--- config.mk ---
export PLATFORM = sky130hd
export DESIGN_NAME = serial_subtractor
export DESIGN_NICKNAME = d
export VERILOG_FILES = /design/src/rtl/serial_subtractor.sv
export SDC_FILE = /design/constraint.sdc
export NUM_CORES = 1
export LEC_CHECK = 0
export ABC_AREA = 1
export BUFFER_PORTS_ARGS = -buffer_cell sky130_fd_sc_hd__buf_4
export CORE_AREA = 2 2 60 62
export DETAILED_ROUTE_END_ITERATION = 7
export DIE_AREA = 0 0 62 64
export PLACE_DENSITY = 0.88
export SYNTH_ARGS = -nofsm -noshare
export SYNTH_HDL_FRONTEND = slang
export SYNTH_SLANG_ARGS = --single-unit
--- constraint.sdc ---
create_clock -name clk -period 2.6 [get_ports clk]
set_input_delay 0.39 -clock clk [delete_from_list [all_inputs] [get_ports clk]]
set_output_delay 0.39 -clock clk [all_outputs]
set_load 0.1 [all_outputs]
--- src/rtl/serial_subtractor.sv ---
// serial_subtractor: bit-serial WIDTH-bit full subtractor.
// Operands are captured on an accepted start pulse. One full-subtractor slice
// then processes one bit per clock, LSB first, and a flop holds the borrow
// between bits. The difference and borrow-out are presented with a
// single-cycle done strobe. They hold their value until the next operation
// completes or a reset occurs.
// Optional feature macro: SERIAL_SUB_ADD_EN. When it is defined, an 'op'
// input selects addition (1) or subtraction (0). In add mode the same slice
// produces a carry chain: b_in acts as carry-in and b_out reports carry-out.
module serial_subtractor #(
  parameter int WIDTH = 8
) (
  input  logic             clk,
  input  logic             rst,
  input  logic             start,
  input  logic [WIDTH-1:0] a,
  input  logic [WIDTH-1:0] b,
  input  logic             b_in,
`ifdef SERIAL_SUB_ADD_EN
  input  logic             op,
`endif
  output logic             busy,
  output logic             done,
  output logic [WIDTH-1:0] diff,
  output logic             b_out
);

  // The counter only needs to reach WIDTH-1, so the last bit is detected
  // without an extra counter bit.
  localparam int CntW = (WIDTH > 2) ? $clog2(WIDTH) : 1;
  localparam logic [CntW-1:0] LastCnt = CntW'(WIDTH - 1);

  typedef enum logic [1:0] {
    IDLE  = 2'd0,
    SHIFT = 2'd1,
    DONE  = 2'd2
  } state_t;

  state_t           state_q, state_d;
  logic [WIDTH-1:0] aShift_q, aShift_d;
  logic [WIDTH-1:0] bShift_q, bShift_d;
  // The result register keeps only WIDTH-1 bits. The final bit goes straight
  // from the slice into diff, so the register never needs the last position.
  logic [WIDTH-2:0] result_q, result_d;
  logic [CntW-1:0]  count_q, count_d;
  logic             borrow_q, borrow_d;
  logic [WIDTH-1:0] diff_q, diff_d;
  logic             bOut_q, bOut_d;
`ifdef SERIAL_SUB_ADD_EN
  logic             op_q, op_d;
`endif

  logic             sliceX;
  logic             sliceY;
  logic             sliceBit;
  logic             sliceNext;
  logic [WIDTH-1:0] resultFull;

  // Single arithmetic slice: current LSBs plus the stored borrow/carry.
  always_comb begin
    sliceX    = aShift_q[0];
    sliceY    = bShift_q[0];
    sliceBit  = sliceX ^ sliceY ^ borrow_q;
    sliceNext = (~sliceX & sliceY) | (~(sliceX ^ sliceY) & borrow_q);
`ifdef SERIAL_SUB_ADD_EN
    if (op_q) begin
      sliceNext = (sliceX & sliceY) | (borrow_q & (sliceX ^ sliceY));
    end
`endif
    resultFull = {sliceBit, result_q};
  end

  // Next-state logic: capture operands in IDLE, shift one bit per cycle in SHIFT.
  always_comb begin
    state_d  = state_q;
    aShift_d = aShift_q;
    bShift_d = bShift_q;
    result_d = result_q;
    count_d  = count_q;
    borrow_d = borrow_q;
    diff_d   = diff_q;
    bOut_d   = bOut_q;
`ifdef SERIAL_SUB_ADD_EN
    op_d     = op_q;
`endif
    case (state_q)
      IDLE: begin
        if (start) begin
          aShift_d = a;
          bShift_d = b;
          borrow_d = b_in;
          result_d = '0;
          count_d  = '0;
`ifdef SERIAL_SUB_ADD_EN
          op_d     = op;
`endif
          state_d  = SHIFT;
        end
      end
      SHIFT: begin
        aShift_d = aShift_q >> 1;
        bShift_d = bShift_q >> 1;
        result_d = (WIDTH-1)'(resultFull >> 1);
        borrow_d = sliceNext;
        count_d  = count_q + CntW'(1);
        if (count_q == LastCnt) begin
          diff_d  = resultFull;
          bOut_d  = sliceNext;
          count_d = '0;
          state_d = DONE;
        end
      end
      DONE: begin
        state_d = IDLE;
      end
      default: begin
        state_d = IDLE;
      end
    endcase
  end

  // State and datapath registers. Reset abandons any operation in flight.
  always_ff @(posedge clk or posedge rst) begin
    if (rst) begin
      state_q  <= IDLE;
      aShift_q <= '0;
      bShift_q <= '0;
      result_q <= '0;
      count_q  <= '0;
      borrow_q <= 1'b0;
      diff_q   <= '0;
      bOut_q   <= 1'b0;
`ifdef SERIAL_SUB_ADD_EN
      op_q     <= 1'b0;
`endif
    end else begin
      state_q  <= state_d;
      aShift_q <= aShift_d;
      bShift_q <= bShift_d;
      result_q <= result_d;
      count_q  <= count_d;
      borrow_q <= borrow_d;
      diff_q   <= diff_d;
      bOut_q   <= bOut_d;
`ifdef SERIAL_SUB_ADD_EN
      op_q     <= op_d;
`endif
    end
  end

  // Status and result outputs are decoded directly from registers.
  always_comb begin
    busy  = (state_q == SHIFT);
    done  = (state_q == DONE);
    diff  = diff_q;
    b_out = bOut_q;
  end

endmodule

==> impl_metrics.yaml <==
status:
  status: "finished clean"
clock_tree:
  clk-insertion-delay-late_ns: 0.34
  cts_buffer_depth: 2
  cts_tree: "yes"
  hold_buffers: 0
  cts_resized: 0
  post_cts_buffers: 0
  cts_buffers: 5
  cts.sinks: 38
  h-tree-depth: 2
  clk_pin_slew_worst_paths_ns: 0.11
  cts_root_buffer: "clkbuf_4"
finish:
  final_area_um2: 2146
  final_cells: 298
  drive_above_1_share: 0.2183
  final_nets: 274
  syn_to_final_growth_pct: 15.26
  insertedDiodeCount: 0
yosys:
  syn_nets: 244
  synthCells: 221
  ys_seq_elements: 38
  avgSynthCellArea_um2: 8.424
  yosysWarnings: 0
  synth_cell_type_count: 22
  ys_seq_area_frac: 0.5108
  syn-cell-area_um2: 1862
placed_design:
  post-place-cells: 290
  dpl.hpwl_mm: 2.354
  numPortBuffers: 30
  gp_congestion: 0.7560
  dp_slack_ns: 1.110
  postPlaceCellArea_um2: 2086
global_routing:
  use_met2: 0.2995
  use_met1: 0.2704
  grt_pass1_wl_mm: 5.851
  grt_usage: 0.1966
  top_usage_layer: "met2"
  overflow: 0
  gr-usage-met3: 0.03239
  grt_pass1_vias: 1397
  grt_max_degree: 39
  antenna_found_initial: 0
power:
  finalPower_uw: 2889
  power_frac_seq: 0.346
  p_per_area_nw_per_um2: 1346
  p_int_uw: 1431
  vdd_ir_drop_max_mv: 1.048
  clkPwrFrac: 0.108
  swShare: 0.5047
  p_switching_uw: 1458
  combPwrFrac: 0.545
  cellLeakagePower_uw: 0.001207
run:
  maxCapViolCount: 0
route:
  drc: 0
  vias: 1429
  dr.pass1.iters: 4
  drt-vias-per-instance: 4.795
  drt_iter0_drc: 61
  routed_wirelength_mm: 3.332
  antenna_left: 0
  routedWlPerCell_um: 11.18
timing:
  rsz0062_at_grt: "false"
  hold_viol: 0
  finalCritPeriodShare: 0.7166
  min_period_ns: 1.863
  worst_slew_pin_slew_ns: 0.4517
  max_slew_margin: 0.6989
  setup_slack_ns: 0.7367
  drv_slew: 0
  tns_ns: 0
  fmax_ghz: 0.5367
  setup_violations: 0
  skew_ns: 0.006629
worst_hold_path:
  min_path_type: "input pin to async pin"
floorplan:
  ios: 31
  die_area_um2: 3968
  num_rows: 21
  die_width_um: 62
  initial_utilization: 0.5669
  core_um2: 3284
  die_h_um: 64
worst_setup_path:
  endpoint_kind: "output port"
  crit_start: "state_q[1]"
  r2r-start: "state_q[1]"
  crit_required_ns: 2.21
  slowest_stage: "dfrtp_1"
  worstSetupPathType: "register to output port"
  start_kind: "register"
  worstRegToRegCells: 6
  slowest_delay_ns: 0.45
  crit_chain: "nor2_4 > buf_4"
  arrival_ns: 1.47
  crit_fanout: 13
-- cell type report --
class	count	area, um^2
tap	46	57.56
multi-input combinational	129	660.6
clock buffer	7	55.05
clock inverter	1	5.005
inverter	45	176.4
fill	269	1139
timing repair buffer	32	240.2
sequential	38	950.9
-- cells in the mapped netlist, drive strengths merged --
cell,instances,area [um^2]
nand2,71,305.3
inv,45,176.4
dfrtp,38,950.9
nand3,31,155.2
o21ai,19,125.1
buf,8,70.06
nor2,3,18.77
ha,2,25.02
a21oi,1,5.000
clkbuf,1,3.750
fa,1,20.02
nand4,1,6.260
-- placed cells by master, fill, tap and decap left out, drive strengths merged --
master  instances
fa              1
dfrtp          38
nand3          31
clkbuf          7
buf            32
clkinv          1
o21ai          19
nand2          71
nor2            3
inv            45
a21oi           1
ha              2
nand4           1
-- kinds of logic after synthesis --
group / after synthesis / synth area share
buf+inv: 54 / 0.1344
compound gates: 20 / 0.06989
flops: 38 / 0.5108
simple gates: 106 / 0.2608
fa+ha+maj: 3 / 0.02419
-- worst max-delay path, delay by kind of cell (launching register included) --
family	cells	cell delay, ns
flops	1	0.45
buf+inv	1	0.36
simple gates	1	0.33
-- registers in the layout (all words and copies together) (netlist names) --
register	flops
aShift_q	8
bShift_q	8
diff	8
result_q	7
count_q	3
state_q	2
b_out	1
borrow_q	1
-- worst paths after layout --
kind | slack (ns) | end
max | 0.74 | busy
min | 0.15 | bShift_q[1]
max reg2reg | 1.16 | bShift_q[3]
min reg2reg | 0.49 | bShift_q[6]
max in group asynchronous | 2.13 | count_q[2]
min in group clk | 0.26 | aShift_q[7]
-- power by group through the flow --
stage	combinational [uW]	clock, uW	sequential (uW)
6_report	1580	313	1000
5_1_grt	1730	345	1030
4_1_cts	1590	323	1000
3_5_place_dp	1590	0	1010
3_3_place_gp	1530	0	1000
2_1_floorplan	861	0	1440
-- metrics by stage --
stage / hold WS (ns) / utilization
2_1_floorplan: 0.4459 / -
3_3_place_gp: 0.4596 / 0.6350
3_5_place_dp: 0.4651 / 0.6350
4_1_cts: 0.1639 / 0.6533
5_1_grt: 0.1920 / 0.6533
6_report: 0.1533 / 0.6533
-- metal layers --
metal	vias up	part of all wire
met3	7	0.036
met1	666	0.45
met2	26	0.49
met5	-	0
met4	0	0.021
li1	730	-
(Power assumes the default switching activity.)
